--- src/rtl/vid_pkg.sv ---
// Shared video types: active-area constants, RGB444/888 types, colour-bar table and 4->8 bit expansion.
package vid_pkg;

  localparam int H_ACTIVE = 1920;
  localparam int V_ACTIVE = 1080;
  localparam int BAR_W    = H_ACTIVE / 8;

  typedef logic [11:0] rgb444_t;
  typedef logic [23:0] rgb888_t;

  typedef enum logic {WAIT_FRAME, RUN} fetch_state_e;

  // Index 0 is the left-most bar.
  localparam logic [7:0][11:0] BAR_TABLE = {
    12'h000, 12'h00F, 12'hF00, 12'hF0F, 12'h0F0, 12'h0FF, 12'hFF0, 12'hFFF
  };

  // Sideband that travels alongside the frame-buffer read.
  typedef struct packed {
    logic       run;
    logic       in_win;
    logic       mode;
    logic [2:0] bar_idx;
    logic       blank_n;
    logic       hsync;
    logic       vsync;
  } pix_side_t;

  function automatic rgb888_t rgb_expand(input rgb444_t c);
    return {c[11:8], c[11:8], c[7:4], c[7:4], c[3:0], c[3:0]};
  endfunction

endpackage

--- src/rtl/vid_delay_line.sv ---
// Resettable DEPTH-stage shift register for aligning sideband with pixel data.
// Latency DEPTH cycles; no backpressure (advances every clock).
module vid_delay_line #(
  parameter int DEPTH = 2,
  parameter int WIDTH = 1
) (
  input  logic             clk,
  input  logic             rst,
  input  logic [WIDTH-1:0] din,
  output logic [WIDTH-1:0] dout
);

  logic [DEPTH-1:0][WIDTH-1:0] pipe_q, pipe_d;

  always_comb begin
    pipe_d    = pipe_q;
    pipe_d[0] = din;
    for (int i = 1; i < DEPTH; i++) begin
      pipe_d[i] = pipe_q[i-1];
    end
  end

  always_ff @(posedge clk or negedge rst) begin
    if (!rst) pipe_q <= '0;
    else      pipe_q <= pipe_d;
  end

  assign dout = pipe_q[DEPTH-1];

endmodule

--- src/rtl/vga_frame_fetch.sv ---
// Frame-buffer fetch with 2x upscale into a centred window, border fill and colour-bar test pattern.
// Latency 2+RAM_LAT cycles from timing inputs to DAC outputs; free-running, no backpressure.
module vga_frame_fetch
  import vid_pkg::*;
#(
  parameter int          IMG_W   = 640,
  parameter int          IMG_H   = 480,
  parameter int          X_OFF   = 320,
  parameter int          Y_OFF   = 60,
  parameter int          RAM_LAT = 1,
  parameter logic [11:0] BORDER  = 12'h000,
  parameter int          ADDR_W  = 19
) (
  input  logic              clk,
  input  logic              rst,
  input  logic [11:0]       hcnt,
  input  logic [11:0]       vcnt,
  input  logic              blank_n_in,
  input  logic              hsync_in,
  input  logic              vsync_in,
  input  logic              test_en,
  output logic [ADDR_W-1:0] frame_addr,
  input  logic [11:0]       frame_pixel,
  output logic [7:0]        vga_red,
  output logic [7:0]        vga_green,
  output logic [7:0]        vga_blue,
  output logic              blank_n_out,
  output logic              hsync_out,
  output logic              vsync_out
);

  localparam logic [11:0] X_START = 12'(X_OFF);
  localparam logic [11:0] X_END   = 12'(X_OFF + 2 * IMG_W);
  localparam logic [11:0] Y_START = 12'(Y_OFF);
  localparam logic [11:0] Y_END   = 12'(Y_OFF + 2 * IMG_H);

  fetch_state_e      state_q, state_d;
  logic              mode_q, mode_d;
  logic [ADDR_W-1:0] row_base_q, row_base_d;
  logic [ADDR_W-1:0] frame_addr_q, frame_addr_d;
  logic [2:0]        bar_idx_q, bar_idx_d;
  logic [7:0]        bar_px_q, bar_px_d;
  rgb888_t           rgb_q, rgb_d;
  logic              blank_n_out_q, blank_n_out_d;
  logic              hsync_q, hsync_d;
  logic              vsync_q, vsync_d;

  logic       frame_start, in_win, y_odd;
  logic [10:0] col;
  pix_side_t  side_in, side_out;
  rgb444_t    pix_sel;

  assign frame_start = (hcnt == '0) && (vcnt == '0);
  assign in_win = (hcnt >= X_START) && (hcnt < X_END) && (vcnt >= Y_START) && (vcnt < Y_END);
  assign col    = 11'((hcnt - X_START) >> 1);
  // LSB of (vcnt - Y_OFF) without a full subtractor.
  assign y_odd  = vcnt[0] ^ 1'(Y_OFF % 2);

  always_comb begin
    state_d = state_q;
    if (state_q == WAIT_FRAME && frame_start) state_d = RUN;
  end

  always_comb begin
    mode_d       = frame_start ? test_en : mode_q;
    frame_addr_d = in_win ? (row_base_q + ADDR_W'(col)) : frame_addr_q;
    row_base_d   = row_base_q;
    if (frame_start) begin
      row_base_d = '0;
    end else if (in_win && hcnt == X_END - 12'd1 && y_odd) begin
      row_base_d = row_base_q + ADDR_W'(IMG_W);
    end
  end

  // Bar position tracked incrementally; assumes hcnt steps by one along a line.
  always_comb begin
    if (hcnt == '0) begin
      bar_idx_d = '0;
      bar_px_d  = '0;
    end else if (bar_px_q == 8'(BAR_W - 1)) begin
      bar_idx_d = bar_idx_q + 3'd1;
      bar_px_d  = '0;
    end else begin
      bar_idx_d = bar_idx_q;
      bar_px_d  = bar_px_q + 8'd1;
    end
  end

  always_comb begin
    side_in         = '0;
    side_in.run     = (state_q == RUN) || frame_start;
    side_in.in_win  = in_win;
    side_in.mode    = mode_d;
    side_in.bar_idx = bar_idx_d;
    side_in.blank_n = blank_n_in;
    side_in.hsync   = hsync_in;
    side_in.vsync   = vsync_in;
  end

  vid_delay_line #(
    .DEPTH (1 + RAM_LAT),
    .WIDTH ($bits(pix_side_t))
  ) u_align (
    .clk  (clk),
    .rst  (rst),
    .din  (side_in),
    .dout (side_out)
  );

  always_comb begin
    blank_n_out_d = side_out.run & side_out.blank_n;
    hsync_d       = side_out.hsync;
    vsync_d       = side_out.vsync;
    if (side_out.mode)        pix_sel = BAR_TABLE[side_out.bar_idx];
    else if (side_out.in_win) pix_sel = frame_pixel;
    else                      pix_sel = BORDER;
    rgb_d = blank_n_out_d ? rgb_expand(pix_sel) : '0;
  end

  always_ff @(posedge clk or negedge rst) begin
    if (!rst) begin
      state_q       <= WAIT_FRAME;
      mode_q        <= 1'b0;
      row_base_q    <= '0;
      frame_addr_q  <= '0;
      bar_idx_q     <= '0;
      bar_px_q      <= '0;
      rgb_q         <= '0;
      blank_n_out_q <= 1'b0;
      hsync_q       <= 1'b0;
      vsync_q       <= 1'b0;
    end else begin
      state_q       <= state_d;
      mode_q        <= mode_d;
      row_base_q    <= row_base_d;
      frame_addr_q  <= frame_addr_d;
      bar_idx_q     <= bar_idx_d;
      bar_px_q      <= bar_px_d;
      rgb_q         <= rgb_d;
      blank_n_out_q <= blank_n_out_d;
      hsync_q       <= hsync_d;
      vsync_q       <= vsync_d;
    end
  end

  assign frame_addr  = frame_addr_q;
  assign vga_red     = rgb_q[23:16];
  assign vga_green   = rgb_q[15:8];
  assign vga_blue    = rgb_q[7:0];
  assign blank_n_out = blank_n_out_q;
  assign hsync_out   = hsync_q;
  assign vsync_out   = vsync_q;

endmodule
--- config.mk ---
export PLATFORM = sky130hd
export DESIGN_NAME = vga_frame_fetch
export DESIGN_NICKNAME = d
export VERILOG_FILES = /design/src/rtl/vid_pkg.sv /design/src/rtl/vid_delay_line.sv /design/src/rtl/vga_frame_fetch.sv
export SDC_FILE = /design/constraint.sdc
export NUM_CORES = 1
export LEC_CHECK = 0
export CAP_MARGIN = 20
export CORE_ASPECT_RATIO = 1.2
export CORE_MARGIN = 3
export CORE_UTILIZATION = 45
export DETAILED_ROUTE_END_ITERATION = 8
export PLACE_DENSITY = 0.74
export SYNTH_ARGS = -nofsm -noshare
export SYNTH_HDL_FRONTEND = slang
export SYNTH_SLANG_ARGS = --single-unit
export TNS_END_PERCENT = 20
--- constraint.sdc ---
create_clock -name clk -period 3.9 [get_ports clk]
set_input_delay 0.975 -clock clk [delete_from_list [all_inputs] [get_ports clk]]
set_output_delay 0.975 -clock clk [all_outputs]
set_load 0.05 [all_outputs]
==> flow_metrics.env <==
export IMPL_status="finished clean"
export IMPL_numCtsBuffers=9
export IMPL_die_area_um2=8810
export IMPL_synth_compound_area_share_pct=10.2
export IMPL_yosysUniqueCellTypes=44
export IMPL_r2r_start="row_base_q[9]$_DFFE_PN0P_"
export IMPL_num_antenna_cells=0
export IMPL_placedInstanceArea_um2=4390
export IMPL_antenna_left=0
export IMPL_synthTopCellsByArea="dfrtp_1 53%, a21oi_1 4.3%, ha_1 4.3%, nor2_1 3.9%, mux2_2 3.6%"
export IMPL_place_gp_congestion=0.852
export IMPL_yosys_area_top_type_share_pct=52.6
export IMPL_htreeDepth=3
export IMPL_nets=465
export IMPL_setup_violations_final=0
export IMPL_ff2ff_path_depth=6
export IMPL_cts_tree="yes"
export IMPL_grt_pass1_wl_um=12400
export IMPL_synth_nets=382
export IMPL_p_seq_share_pct=46.3
export IMPL_fin_skew_ns=0.0105
export IMPL_synth_xor_area_share_pct=5.80
export IMPL_cp_max_fo=22
export IMPL_track_usage_pct=17.7
export IMPL_cts_root_buf="clkbuf_8"
export IMPL_wl_per_cell_um=14.6
export IMPL_pwr_density_cell_nw_per_um2=420
export IMPL_drt_iter0_markers=137
export IMPL_cp_arrival_ns=3.76
export IMPL_critPathKind="in -> reg"
export IMPL_clockBufferDepth=2
export IMPL_num_rows=34
export IMPL_core_area_um2=7360
export IMPL_switching_power_w=0.000647
export IMPL_num_vias=2729
export IMPL_yosysSeqAreaShare_pct=52.6
export IMPL_hp_class="reg -> reg"
export IMPL_drc=0
export IMPL_postCtsSetupRepairBufs=0
export IMPL_cts_sinks=73
export IMPL_stdcell_area_um2=4580
export IMPL_cts_resized=0
export IMPL_clk_latency_ns=0.36
export IMPL_setup_tns_ns=0
export IMPL_fin_crit_ns=3.48
export IMPL_worstHoldEndpoint="u_align.dout[7]$_DFF_PN0_"
export IMPL_start_util_pct=47.2
export IMPL_p_clk_share_pct=29.8
export IMPL_worst_pin_slew_ns=0.863
export IMPL_dieHeight_um=102
export IMPL_synth_edf_count=0
export IMPL_timing_fmax_ghz=0.288
export IMPL_syn_cell_area_um2=3470
export IMPL_synth_top_cell_by_area="dfrtp_1"
export IMPL_fin_util_pct=62.2
export IMPL_drive_gt1_share_pct=9.38
export IMPL_rrSetupSlack_ns=1.73
export IMPL_port_buffers=87
export IMPL_synth_common_cells="73 x dfrtp_1, 36 x nor2_1, 30 x a21oi_1"
export IMPL_netlist_instances=328
export IMPL_synth_top_family_by_area="simple AND/OR/NAND/NOR gates"
export IMPL_slew_violations=0
export IMPL_power_leakage_nw=1.89
export IMPL_detailed_place_hpwl_um=5540
export IMPL_drtPass1Iterations=4
export IMPL_first_global_vias=2735
export IMPL_slew_limit_headroom_pct=42.4
export IMPL_synth_fa_ha_area_share_pct=4.33
export IMPL_synthMuxAreaShare_pct=4.15
export IMPL_post_route_period_util_pct=89.2
export IMPL_synth_most_common_cell="dfrtp_1"
export IMPL_fp_dieW_um=86.2
export IMPL_hold_depth=0
export IMPL_switching_share_pct=33.6
export IMPL_synth_seq_cells=73
export IMPL_synthArstFlopShare_pct=100
export IMPL_grt_overflow=0
export IMPL_grt_max_degree=39
export IMPL_avgViaCountPerCell=5.39
export IMPL_path_clk_slew_ns=0.09
export IMPL_syn_avg_cell_area_um2=10.6
export IMPL_yosys_area_share_simple_pct=18.3
export IMPL_routed_wl_um=7370
export IMPL_combPwrFrac_pct=23.9
export IMPL_critPathLaunchType="input port"
export IMPL_antenna_found_initial=0
export IMPL_yosysWarningCount=0
export IMPL_rsz0062_at_grt="no"
export IMPL_internal_power_w=0.00128
export IMPL_reg2reg_to="frame_addr[16]$_DFFE_PN0N_"
export IMPL_maxCapViolations=0
export IMPL_ys_flop_type="dfrtp_1"
export IMPL_worstHoldStart="u_align.pipe_d[16]$_DFF_PN0_"
export IMPL_io_pins=88
export IMPL_finalHoldViolCount=0
export IMPL_required_ns=4.18
export IMPL_cts_hold_buf=0
export IMPL_crit_path_end_kind="flop"
export IMPL_ir_drop_mv=0.257
export IMPL_syn_to_final_growth_pct=31.8
cell usage in the layout, fill, tap and decap left out, types with 9 or more instances in the layout:
master,instances
xnor2_1,11
o21ai_0,10
nor2_1,36
clkdlybuf4s50_1,86
clkbuf_8,9
ha_1,12
dfrtp_1,73
mux2_2,11
a21oi_1,30
nand2_1,26
xor2_1,12
flip-flops by register name, indices dropped and copies added (netlist names):
register and cells:
frame_addr 19, rgb_q 12, row_base_q 12, u_align.dout 9
u_align.pipe_d 9, bar_px_q 8, blank_n_out 1, hsync_out 1
state_q 1, vsync_out 1
power groups by stage:
stage / Sequential (W) / Combinational (W) / Clock (W)
after floorplan: 0.00106 / 0.000114 / 0
after global placement: 0.000903 / 0.000459 / 0
after detailed placement: 0.000906 / 0.000464 / 0
after CTS: 0.000892 / 0.000466 / 0.000587
after global routing: 0.000904 / 0.000493 / 0.000627
final: 0.000891 / 0.000460 / 0.000572
worst max path at each step:
| stage | from | endpoint | slack [ns] | depth (start not counted) |
|---|---|---|---|---|
| after floorplan | hcnt[7] | row_base_q[15]$_DFFE_PN0P_ | 0.65 | 8 |
| after global placement | hcnt[6] | row_base_q[16]$_DFFE_PN0P_ | 0.15 | 8 |
| after detailed placement | hcnt[7] | row_base_q[16]$_DFFE_PN0P_ | 0.09 | 8 |
| after CTS | hcnt[7] | row_base_q[12]$_DFFE_PN0P_ | 0.45 | 8 |
| after global routing | hcnt[6] | frame_addr[16]$_DFFE_PN0N_ | 0.23 | 12 |
| final | hcnt[7] | row_base_q[12]$_DFFE_PN0P_ | 0.42 | 8 |
area by class of cell:
type                            count  area [um2]
Fill cell                         588        2780
Sequential cell                    73        1830
Multi-Input combinational cell    227        1490
Timing Repair Buffer               94         931
Clock buffer                        9         124
Tap cell                           90         113
Clock inverter                      7        66.3
Inverter                            6        22.5
metrics by stage:
stage	hold slack (ns)	total power [W]	setup slack, ns	cells
detailed placement	0.335	0.00137	0.0867	490
global route	0.359	0.00202	0.227	506
global placement	0.332	0.00136	0.150	490
floorplan	0.331	0.00118	0.649	328
finish	0.354	0.00192	0.423	506
CTS	0.355	0.00194	0.449	506
worst max-delay path: stages:
cell,delay [ns]
clkdlybuf4s50_1,0.42
inv_1,0.10
ha_1,0.16
or3b_1,0.33
or4_1,0.51
or4_4,0.56
or4_1,0.52
a21oi_1,0.18
layer usage:
| layer | vias to the layer above | part of all wire (%) | GRT usage [%] |
|---|---|---|---|
| met2 | 87 | 52 | 31.5 |
| met5 | - | 0 | 0 |
| met4 | 0 | 1.8 | 7.91 |
| met1 | 1313 | 41 | 20.8 |
| met3 | 13 | 5.4 | 3.15 |
| li1 | 1316 | - | - |
kinds of logic after synthesis:
kind of cell	Yosys count
AOI/OAI and AO/OA	59
other	1
buffers and inverters	28
adders and majority gates	12
muxes	13
xor gates and xnor gates	23
and+or+nand+nor	119
DFF	73
(Power assumes the default switching activity.)
